File: config.mk
export PLATFORM = sky130hd
export DESIGN_NAME = mtimer
export DESIGN_NICKNAME = d
export VERILOG_FILES = /design/src/rtl/mtimer_pkg.sv /design/src/rtl/mtimer_prescale.sv /design/src/rtl/mtimer.sv
export SDC_FILE = /design/constraint.sdc
export NUM_CORES = 1
export LEC_CHECK = 0
export ABC_AREA = 1
export CORE_ASPECT_RATIO = 0.9
export CORE_MARGIN = 4
export CORE_UTILIZATION = 45
export CTS_CLUSTER_SIZE = 8
export DETAILED_ROUTE_END_ITERATION = 8
export PLACE_DENSITY = 0.66
export SLEW_MARGIN = 0
export SYNTH_ARGS = -nofsm -noshare
export SYNTH_HDL_FRONTEND = slang
export SYNTH_SLANG_ARGS = --single-unit
File: constraint.sdc
create_clock -name i_clk -period 1.75 [get_ports i_clk]
set_input_delay 0.175 -clock i_clk [delete_from_list [all_inputs] [get_ports i_clk]]
set_output_delay 0.175 -clock i_clk [all_outputs]
set_load 0.02 [all_outputs]
File: src/rtl/mtimer_pkg.sv
// Shared definitions for the machine timer: bus offsets and the XLEN define used by the CSR files.
`ifndef XLEN
`define XLEN 32
`endif

package mtimer_pkg;

  localparam logic [3:0] MTIME_LO    = 4'h0;
  localparam logic [3:0] MTIME_HI    = 4'h4;
  localparam logic [3:0] MTIMECMP_LO = 4'h8;
  localparam logic [3:0] MTIMECMP_HI = 4'hC;

  function automatic logic word_aligned(input logic [3:0] addr);
    return addr[1:0] == 2'b00;
  endfunction

endpackage

File: src/rtl/mtimer_prescale.sv
// Prescale counter for mtime: counts 0..PRESCALE-1 and flags a tick on the last count.
module mtimer_prescale #(
  parameter int PRESCALE = 1
) (
  input  logic i_clk,
  input  logic i_rst,
  input  logic clear,
  output logic tick
);

  localparam logic [15:0] LAST = 16'(PRESCALE - 1);

  logic [15:0] cnt_reg;

  assign tick = (cnt_reg == LAST);

  always_ff @(posedge i_clk or negedge i_rst) begin
    if (!i_rst) begin
      cnt_reg <= '0;
    end else if (clear || tick) begin
      cnt_reg <= '0;
    end else begin
      cnt_reg <= cnt_reg + 16'd1;
    end
  end

endmodule

File: src/rtl/mtimer.sv
// Memory-mapped RISC-V machine timer (mtime/mtimecmp) with single-cycle bus acknowledge.
// Define MTIMER_HI_LATCH_EN to latch mtime[63:32] on a low-half read for tear-free 64-bit reads.
`ifndef XLEN
`define XLEN 32
`endif

module mtimer
  import mtimer_pkg::*;
#(
  parameter int PRESCALE = 1
) (
  input  logic              i_clk,
  input  logic              i_rst,
  input  logic              i_req,
  input  logic              i_we,
  input  logic [3:0]        i_addr,
  input  logic [`XLEN-1:0]  i_wdata,
  output logic [`XLEN-1:0]  o_rdata,
  output logic              o_ack,
  output logic              o_err,
  output logic              o_Int_tip
);

  logic [63:0]       mtime_reg;
  logic [63:0]       mtime_next;
  logic [63:0]       mtimecmp_reg;
  logic [63:0]       mtimecmp_next;
  logic [`XLEN-1:0]  rdata_next;
  logic [31:0]       mtime_hi_rd;
  logic              aligned;
  logic              wr;
  logic              rd;
  logic              wr_mtime_lo;
  logic              wr_mtime_hi;
  logic              tick;

  assign aligned     = word_aligned(i_addr);
  assign wr          = i_req & i_we & aligned;
  assign rd          = i_req & ~i_we & aligned;
  assign wr_mtime_lo = wr && (i_addr == MTIME_LO);
  assign wr_mtime_hi = wr && (i_addr == MTIME_HI);

  mtimer_prescale #(
    .PRESCALE (PRESCALE)
  ) u_prescale (
    .i_clk (i_clk),
    .i_rst (i_rst),
    .clear (wr_mtime_lo | wr_mtime_hi),
    .tick  (tick)
  );

`ifdef MTIMER_HI_LATCH_EN
  logic [31:0] hi_shadow_reg;

  always_ff @(posedge i_clk or negedge i_rst) begin
    if (!i_rst) begin
      hi_shadow_reg <= '0;
    end else if (rd && (i_addr == MTIME_LO)) begin
      hi_shadow_reg <= mtime_reg[63:32];
    end
  end

  assign mtime_hi_rd = hi_shadow_reg;
`else
  assign mtime_hi_rd = mtime_reg[63:32];
`endif

  // A software load of either half takes priority over the tick in that cycle.
  always_comb begin
    mtime_next = mtime_reg;
    if (wr_mtime_lo) begin
      mtime_next[31:0] = i_wdata;
    end else if (wr_mtime_hi) begin
      mtime_next[63:32] = i_wdata;
    end else if (tick) begin
      mtime_next = mtime_reg + 64'd1;
    end
  end

  always_comb begin
    mtimecmp_next = mtimecmp_reg;
    if (wr && (i_addr == MTIMECMP_LO)) begin
      mtimecmp_next[31:0] = i_wdata;
    end else if (wr && (i_addr == MTIMECMP_HI)) begin
      mtimecmp_next[63:32] = i_wdata;
    end
  end

  always_comb begin
    rdata_next = '0;
    if (rd) begin
      case (i_addr)
        MTIME_LO:    rdata_next = mtime_reg[31:0];
        MTIME_HI:    rdata_next = mtime_hi_rd;
        MTIMECMP_LO: rdata_next = mtimecmp_reg[31:0];
        MTIMECMP_HI: rdata_next = mtimecmp_reg[63:32];
        default:     rdata_next = '0;
      endcase
    end
  end

  always_ff @(posedge i_clk or negedge i_rst) begin
    if (!i_rst) begin
      mtime_reg    <= '0;
      mtimecmp_reg <= '1;
      o_ack        <= 1'b0;
      o_err        <= 1'b0;
      o_rdata      <= '0;
      o_Int_tip    <= 1'b0;
    end else begin
      mtime_reg    <= mtime_next;
      mtimecmp_reg <= mtimecmp_next;
      o_ack        <= i_req;
      o_err        <= i_req & ~aligned;
      o_rdata      <= rdata_next;
      o_Int_tip    <= (mtime_reg >= mtimecmp_reg);
    end
  end

endmodule

* Word-level counts from Yosys, hierarchy flattened
Index checks and enable logic that the tools add are counted.
** Word-level totals
- Flip-flop bits (word level) :: 179
- Output and inout bits :: 35
- Word-level logic and storage cells :: 46
- Input port bits :: 40
** Operators by class
- Magnitude comparators :: 1
- Add/sub/neg operators :: 2
- Equality and inequality tests :: 4
- Multiplexer cells :: 7
- Bitwise logic cells :: 10
- Reductions and logical operators :: 13
** Operators with widths (number)
- $mux W32 :: 4
- $pmux W32 S4 :: 1
- $add A64 B1 Y64 const B :: 1
- $ge A64 B64 Y1 :: 1
- $mux W64 :: 1
- $add A16 B1 Y16 const B :: 1
- $logic_not A16 Y1 :: 1
- $mux W16 :: 1
- $eq A4 B4 Y1 const B :: 2
- $reduce_and A2 Y1 :: 3
- $and A1 B1 Y1 :: 5
- $eq A4 B3 Y1 const B :: 1
- $logic_and A1 B1 Y1 :: 4
- $logic_not A4 Y1 :: 1
- $not A1 Y1 :: 4
- $reduce_bool A2 Y1 :: 2
- $logic_not A2 Y1 :: 1
- $ne A2 B2 Y1 const B :: 1
- $logic_or A1 B1 Y1 :: 1
- $or A1 B1 Y1 :: 1

* Depth between registers and ports, before layout
Gate-level depths: netlist of run 1.
- Word-level depth :: 6
- Mapped depth :: 15
- Mapped depth without buffers :: 15

* Modules after synthesis
Synthesis of run 1 repeated with hierarchy kept, for this count alone.
** Second synthesis, totals
- Cells, all modules :: 1695
- Area, all modules :: 11840.1 um^2
** Modules (own cells, without submodules)
- mtimer :: area an instance 10839.1 um^2, times used 1, seq. area each 4159.0 um^2, cells each 1567
- mtimer_prescale :: area an instance 1001.0 um^2, times used 1, seq. area each 400.4 um^2, cells each 128

* Least setup slack after synthesis of run 1
No wires, ideal clock.
- Path kind :: flip-flop to flip-flop
- Start :: register mtime_reg[1]
- End :: register mtime_reg[62]
- Clock period less this slack :: 1.663 ns
- Setup slack :: 0.087 ns
- Path buffers :: 0
- Library setup time :: 0.117 ns
- Arrival :: 1.547 ns
- Stages on the path, launching flop included :: 11
- Required time :: 1.633 ns
- Path through :: dfrtp_1 > ha_1 > nand2_1 > nor2_2 > nand2_1 > nor2_1 > nand2_1 > o21ai_0 > nand3_1 > nand2_1 > nand2_1
** Between the ends
- Longest elaborated chain between the ends :: 3
** RTL lines
- start: declaration :: line mtimer.sv:24 : logic [63:0] mtime_reg;
- start signal: assignment :: line mtimer.sv:111 : mtime_reg <= mtime_next;
- $add A64 B1 Y64 :: line mtimer.sv:76 : mtime_next = mtime_reg + 64'd1;
- $mux W64 :: line mtimer.sv:75 : end else if (tick) begin
- $mux W32 :: line mtimer.sv:73 : end else if (wr_mtime_hi) begin
No other way between the ends. The select of a mux whose other input is x is not followed.
A chain may end at the register's enable or synchronous reset.

* Worst setup path after layout of run 1
- Start :: register mtimecmp_reg[15]
- End :: register o_Int_tip
** Between the ends
- Longest elaborated chain between the ends :: 1
** RTL lines
- start: declaration :: line mtimer.sv:26 : logic [63:0] mtimecmp_reg;
- start signal: assignment :: line mtimer.sv:112 : mtimecmp_reg <= mtimecmp_next;
- $ge A64 B64 Y1 :: line mtimer.sv:116 : o_Int_tip <= (mtime_reg >= mtimecmp_reg);
- end signal: assignment :: line mtimer.sv:116
- end: declaration :: line mtimer.sv:21 : output logic o_Int_tip
No other way between the ends.

==> impl_results.md, run 1 <==
* I/O pin cnt at 75
* Status: finished with violations
* Max Used Layer: met4
* Clk pwr share at 0.220
* Clock sinks at 179
* VDD IR-drop max at 0.717 mV
* Mux contribution to synthesized area at 0
* Wire per inst at 18.8 um
* Most used cell, CP: nand2_1
* Syn-to-layout area delta at 43.3%
* Top FF cell, synth: dfrtp_1
* Horiz. Die Dim at 179 um
* Cell Area, Placed at 0.0150 mm2
* Clk root buf: clkbuf_16
* Critical path class: flip-flop to flip-flop
* Post-synthesis sequential area ratio at 0.383
* Min-Delay Path Class: input port to async pin
* Pwr per Cell Area at 1070 mW/mm2
* Max-cap violations at 0
* Post-synth cell types at 36
* Sequential Power Share at 0.311
* Layout Skew at 0.0127 ns
* Internal Power at 0.0108 W
* Crit path from: mtimecmp_reg[15]
* Failing checks: setup timing
* First DRT Iteration DRCs at 1,057
* Combinational share of power at 0.469
* CTS clock-pin slew for the worst setup and hold paths at 0.08 ns
* Post-synthesis xor/xnor area fraction at 0.00368
* H-tree levels at 4
* Total GRT Usage at 0.311
* Largest net degree at the start of global routing at 45
* CTS tree: built
* Remaining DRCs at 0
* Post-synth EDFFs at 0
* Critical path's slowest cell: dfstp_2
* Simple-gate area share of the yosys netlist at 0.306
* Die H at 162 um
* Unrepaired setup endpoints after global routing: yes
* N_diodes at 0
* First-pass GRT wire length at 69.5 mm
* Crit path time final at 1.86 ns
* RD Place Congestion at 1.00
* Final worst-path cycle share at 1.06
* Later-pin clock latency in the skew report at 0.46 ns
* RR Startpoint: mtimecmp_reg[15]
* Largest family of logic cells by synthesized area: simple AND/OR/NAND/NOR gates
* M1 wire length at 20.1 mm
* WL met3 at 3.38 mm
* P_leak at 8.04 nW
* P_sw at 0.00749 W
* Most frequent cells in the layout: nand2_1, buf_4, inv_1, nor2_1, o21ai_0
* Syn nets at 1,864
* Crit path launch type: flip-flop
* Longest Clk Path Bufs at 2
* Worst EP arrival at 2.24 ns
* Setup ws final at -0.106 ns
* Critical path, cell by cell: inv_1, ha_1, nand2_1, nor2_4, nand2_1, nor2_2, nand2_1, nand2_1, nor2_1, nand2_1, nand2_1, nand2_1
* Post-synthesis cell count at 1,757
* CTS Buf Count at 17
* Post-DP HPWL at 34.5 mm
* Adder-cell share of the synthesized area at 0.0705
* Initial antenna violation count at 0
* Sw Share at 0.409
* CP required at 2.13 ns
* Vias/cell at 5.37
* Worst stage delay on the critical path at 0.53 ns
* Avg Synthesized Cell Area at 6.77 um2
* Sum Neg Setup Slack at -0.513 ns
* Final WL at 45.9 mm
* Final setup fails at 13
* Layout cells sized above 1 at 0.302
* Synth Area in Compound Gates at 0.135
* Core box area at 0.0261 mm2
* DR WL met2 at 21.1 mm
* Final hold vios at 0
* Total of warnings raised by yosys at 0
* Max-slew headroom at 0.638
* Port bufs at 74
* # rows at 56
* Design area at 0.0170 mm2
* DIE AREA at 0.0291 mm2
* Synthesis-stage register bit count at 179
* Crit end category: flip-flop
* Max Slew Vio Count at 0
* Pwr Total at 0.0183 W
* Fmax at 539 MHz
* ANT nets after route at 0
* Worst-path maximum fanout at 2
* Vias at 13.1k
* Most common cell after layout, fill and taps aside: nand2_1
* Synth async-reset ratio at 1.00
* Initial Util at 0.456
* Final nets at 2,186
* Worst Max-Slew Pin Slew at 0.543 ns
* Total gr overflow at 0
* Vias in the first global route at 12.7k
* Netlist Area Pre-Place at 0.0119 mm2
* Drt pass-1 iters at 5
[layout make-up]
class / instances / area, um2
Tap cell: 348 / 435
Fill cell: 2291 / 9030
Timing Repair Buffer: 355 / 3130
Clock inverter: 10 / 124
Inverter: 260 / 993
Clock buffer: 22 / 464
Multi-Input combinational cell: 1266 / 7300
Sequential cell: 179 / 4590
[synthesized netlist by cell type (3+ instances only)]
cell type,n,area [um2]
buf_1,3,11.3
nand4_1,12,75.1
o21ai_1,26,130
nand3_2,3,30.0
nand2_1,529,1990
buf_2,11,55.1
o211ai_1,12,90.1
clkbuf_1,33,124
o22ai_1,64,400
nor2_4,3,33.8
nor3_1,21,105
xor2_1,3,26.3
nor2_2,4,25.0
nor2_1,216,811
dfrtp_1,115,2880
nand3b_1,3,22.5
dfstp_2,64,1680
inv_2,5,18.8
inv_1,255,957
a21oi_1,78,390
ha_1,67,838
o21ai_0,111,556
nand3_1,100,500
[path summary, 6_finish.rpt]
check / endpoint / slack [ns] / cells past startpoint
max in group asynchronous: mtimecmp_reg[55] / 0.92 / 3
setup / recovery: o_Int_tip / -0.11 / 12
hold reg to reg: mtimecmp_reg[32] / 0.49 / 2
hold / removal: o_rdata[11] / 0.20 / 2
min in group i_clk: o_ack / 0.26 / 1
setup reg to reg: o_Int_tip / -0.11 / 12
[power by group through the flow]
stage | Sequential (W) | Clock [W] | Combinational (W)
2_1_floorplan | 0.00551 | 0 | 0.00342
3_3_place_gp | 0.00560 | 0 | 0.00648
3_5_place_dp | 0.00561 | 0 | 0.00661
4_1_cts | 0.00557 | 0.00407 | 0.00728
5_1_grt | 0.00577 | 0.00427 | 0.00941
6_report | 0.00570 | 0.00403 | 0.00859
[kinds of logic after synthesis]
kind of cell | Yosys count
compound gates | 296
simple gates | 898
xor+xnor | 5
flops | 179
fa+ha+maj | 67
buf+inv | 312
[timing repair]
action,4_1_cts,5_1_grt
setup buffers,8,11
endpoints found under the setup margin,64,76
endpoints found under the hold margin,95,0
gates cloned,0,2
pin swaps,41,58
resized for setup,139,213
hold buffers,1,0
[critical path, delay by kind of cell (launching register included)]
kind / cells / cell delay (ns)
adder cells (fa/ha/maj): 1 / 0.29
buffers and inverters: 1 / 0.06
flip-flops: 1 / 0.53
AND/OR/NAND/NOR: 10 / 0.92
[layer usage]
metal	vias to the layer above	track usage
met5	-	0
met4	0	0.0990
met3	85	0.0591
met2	521	0.489
met1	6239	0.434
li1	6265	-
[metrics by stage]
stage / cells / util / worst slack (ns) / hold WS [ns]
2_1_floorplan: 1757 / - / 0.0865 / -0.121
3_3_place_gp: 2388 / 0.574 / -0.426 / 0.123
3_5_place_dp: 2388 / 0.574 / -0.543 / 0.120
4_1_cts: 2428 / 0.617 / -0.0646 / 0.195
5_1_grt: 2440 / 0.654 / -0.202 / 0.216
6_report: 2440 / 0.654 / -0.106 / 0.200
(Power assumes the default switching activity.)
==> inputs of run 2 (changes only) <==
Settings changed: GPL_ROUTABILITY_DRIVEN from default to 0.
==> impl_results.md, run 2 (synthesized netlist as in run 1, its figures left out) <==
* ANT nets after route at 0 (unchanged)
* Crit end category: flip-flop
* Pwr per Cell Area at 1040 mW/mm2 (-3.2%)
* Post-DP HPWL at 31.0 mm (-10%)
* Layout Skew at 0.0176 ns (+0.00485 ns)
* Port bufs at 74 (unchanged)
* Later-pin clock latency in the skew report at 0.47 ns (about the same)
* Fmax at 539 MHz (+0.11%)
* Most common cell after layout, fill and taps aside: nand2_1
* Clk root buf: clkbuf_16
* Critical path's slowest cell: dfstp_2
* Filler instances at 2,300 (+0.39%)
* Placed cells at 2,324 (-2.7%)
* Pre-CTS setup slack at -0.320 ns (+0.223 ns)
* Vias at 13.1k (+0.061%)
* Total GRT Usage at 0.287 (-0.0240)
* Max-slew headroom at 0.671 (+0.0333)
* Cell Area, Placed at 0.0145 mm2 (-3.0%)
* # rows at 56 (unchanged)
* Final setup fails at 17 (+4)
* Largest net degree at the start of global routing at 51 (+13%)
* Longest Clk Path Bufs at 2 (unchanged)
* I/O pin cnt at 75 (unchanged)
* Critical path class: flip-flop to flip-flop
* Unrepaired setup endpoints after global routing: yes
* Layout cells sized above 1 at 0.279 (-0.0228)
* First-pass GRT wire length at 65.1 mm (-6.4%)
* Drt pass-1 iters at 9 (+4)
* Critical path, cell by cell: inv_1, ha_1, nand2_1, nor2_2, nand4_1, nor2_2, inv_1, nor2_1, nand2_1, nand2_1
* Max Slew Vio Count at 0 (unchanged)
* CTS clock-pin slew for the worst setup and hold paths at 0.08 ns (about the same)
* CTS tree: built
* Most used cell, CP: nand2_1
* RR Startpoint: mtimecmp_reg[55]
* R2R Path End: o_Int_tip
* Clock sinks at 179 (unchanged)
* Max-cap violations at 0 (unchanged)
* Final WL at 43.8 mm (-4.7%)
* Worst-path maximum fanout at 2 (unchanged)
* Final Non-Filler Cells at 2,396 (-1.8%)
* DIE AREA at 0.0291 mm2 (unchanged)
* Wire per inst at 18.3 um (-2.9%)
* Core box area at 0.0261 mm2 (unchanged)
* Design area at 0.0166 mm2 (-2.8%)
* Remaining DRCs at 4 (+4)
* Initial antenna violation count at 0 (unchanged)
* Failing checks: DRC, setup timing
* VDD IR-drop max at 0.699 mV (-2.4%)
* Final nets at 2,142 (-2.0%)
* CTS Buf Count at 17 (unchanged)
* Final core utilization at 0.635 (-0.0185)
* Vias/cell at 5.47 (+1.9%)
* Min-Delay Path Class: input port to async pin
* Worst EP arrival at 2.26 ns (+0.02 ns)
* Worst stage delay on the critical path at 0.53 ns (about the same)
* Syn-to-layout area delta at 39.2%
* Final hold vios at 0 (unchanged)
* Crit path time final at 1.85 ns (-0.00195 ns)
* Reg2Reg Setup Slack at -0.10 ns (about the same)
* H-tree levels at 4 (unchanged)
* Crit path launch type: flip-flop
* Initial Util at 0.456 (unchanged)
* Status: finished with violations
* Die H at 162 um (unchanged)
* Setup ws final at -0.104 ns (+0.00195 ns)
* R2r worst-path depth at 10 (-2)
* CP required at 2.15 ns (+0.02 ns)
* Worst Max-Slew Pin Slew at 0.493 ns (-0.0500 ns)
* Horiz. Die Dim at 179 um (unchanged)
* Total gr overflow at 0 (unchanged)
* Buf/Inv on CP at 2 (+1)
* Most frequent cells in the layout: nand2_1, inv_1, buf_4, nor2_1, o21ai_0
* P_leak at 7.84 nW (-2.5%)
* First DRT Iteration DRCs at 1,556 (+47%)
* Vias in the first global route at 12.3k (-3.2%)
* CP top delay family: simple AND/OR/NAND/NOR gates
* Final worst-path cycle share at 1.06 (-0.00111)
* N_diodes at 0 (unchanged)
-- run 2: cell types whose count changed in the layout (fill, tap and decap cells not counted), sizes merged --
cell and change:
clkinvlp -4, inv +5, clkinv +6, bufinv -1, clkbuf -1, buf -49
-- run 2: cell type report --
type | count | area (um2) | area share
Tap cell | 348 | 435 | 0.0263
Clock inverter | 15 | 165 | 0.00998
Clock buffer | 17 | 425 | 0.0257
Multi-Input combinational cell | 1266 | 7000 | 0.423
Timing Repair Buffer | 310 | 2920 | 0.176
Sequential cell | 179 | 4600 | 0.278
Timing Repair inverter | 1 | 5.00 | 0.000302
Inverter | 260 | 1010 | 0.0609
-- run 2: stage by stage --
stage | TNS (ns) | hold slack [ns] | power (W)
after floorplan | 0 | -0.121 | 0.00893
after global routing | -4.09 | 0.279 | 0.0183
after detailed placement | -13.61 | 0.184 | 0.0116
after CTS | -0.123 | 0.261 | 0.0159
final | -0.749 | 0.252 | 0.0172
after global placement | -11.81 | 0.185 | 0.0114
-- run 2: worst max-delay path by stage --
stage / endpoint / slack, ns / depth (start not counted) / from
6_report: o_Int_tip / -0.10 / 10 / mtimecmp_reg[55]
5_1_grt: o_Int_tip / -0.21 / 10 / mtimecmp_reg[55]
4_1_cts: o_Int_tip / -0.06 / 13 / mtimecmp_reg[19]
3_5_place_dp: mtime_reg[45] / -0.32 / 12 / mtime_reg[0]
3_3_place_gp: mtime_reg[45] / -0.34 / 12 / mtime_reg[0]
2_1_floorplan: mtime_reg[62] / 0.09 / 10 / mtime_reg[1]
-- run 2: timing repair --
action                                  4_1_cts  5_1_grt
endpoints found under the hold margin        21        0
buffers inserted                              4       29
resized for setup                            74      252
cloned                                        1        7
hold buffers                                  1        0
endpoints found under the setup margin       65       64
pin swaps                                    13       60
-- run 2: where the power goes --
| group | internal [W] | switching (W) |
|---|---|---|
| registers | 0.00495 | 0.000860 |
| clock network | 0.00204 | 0.00199 |
| logic | 0.00305 | 0.00432 |
| total | 0.0100 | 0.00717 |
-- run 2: routing by layer --
layer / vias up / global-route usage / wire length [um] / part of all wire
met5: - / 0 / 0 / 0
met4: 0 / 0.0959 / 1900 / 0.043
met3: 150 / 0.0519 / 4210 / 0.096
met2: 656 / 0.447 / 19600 / 0.45
met1: 6126 / 0.405 / 18100 / 0.41
li1: 6186 / - / - / -
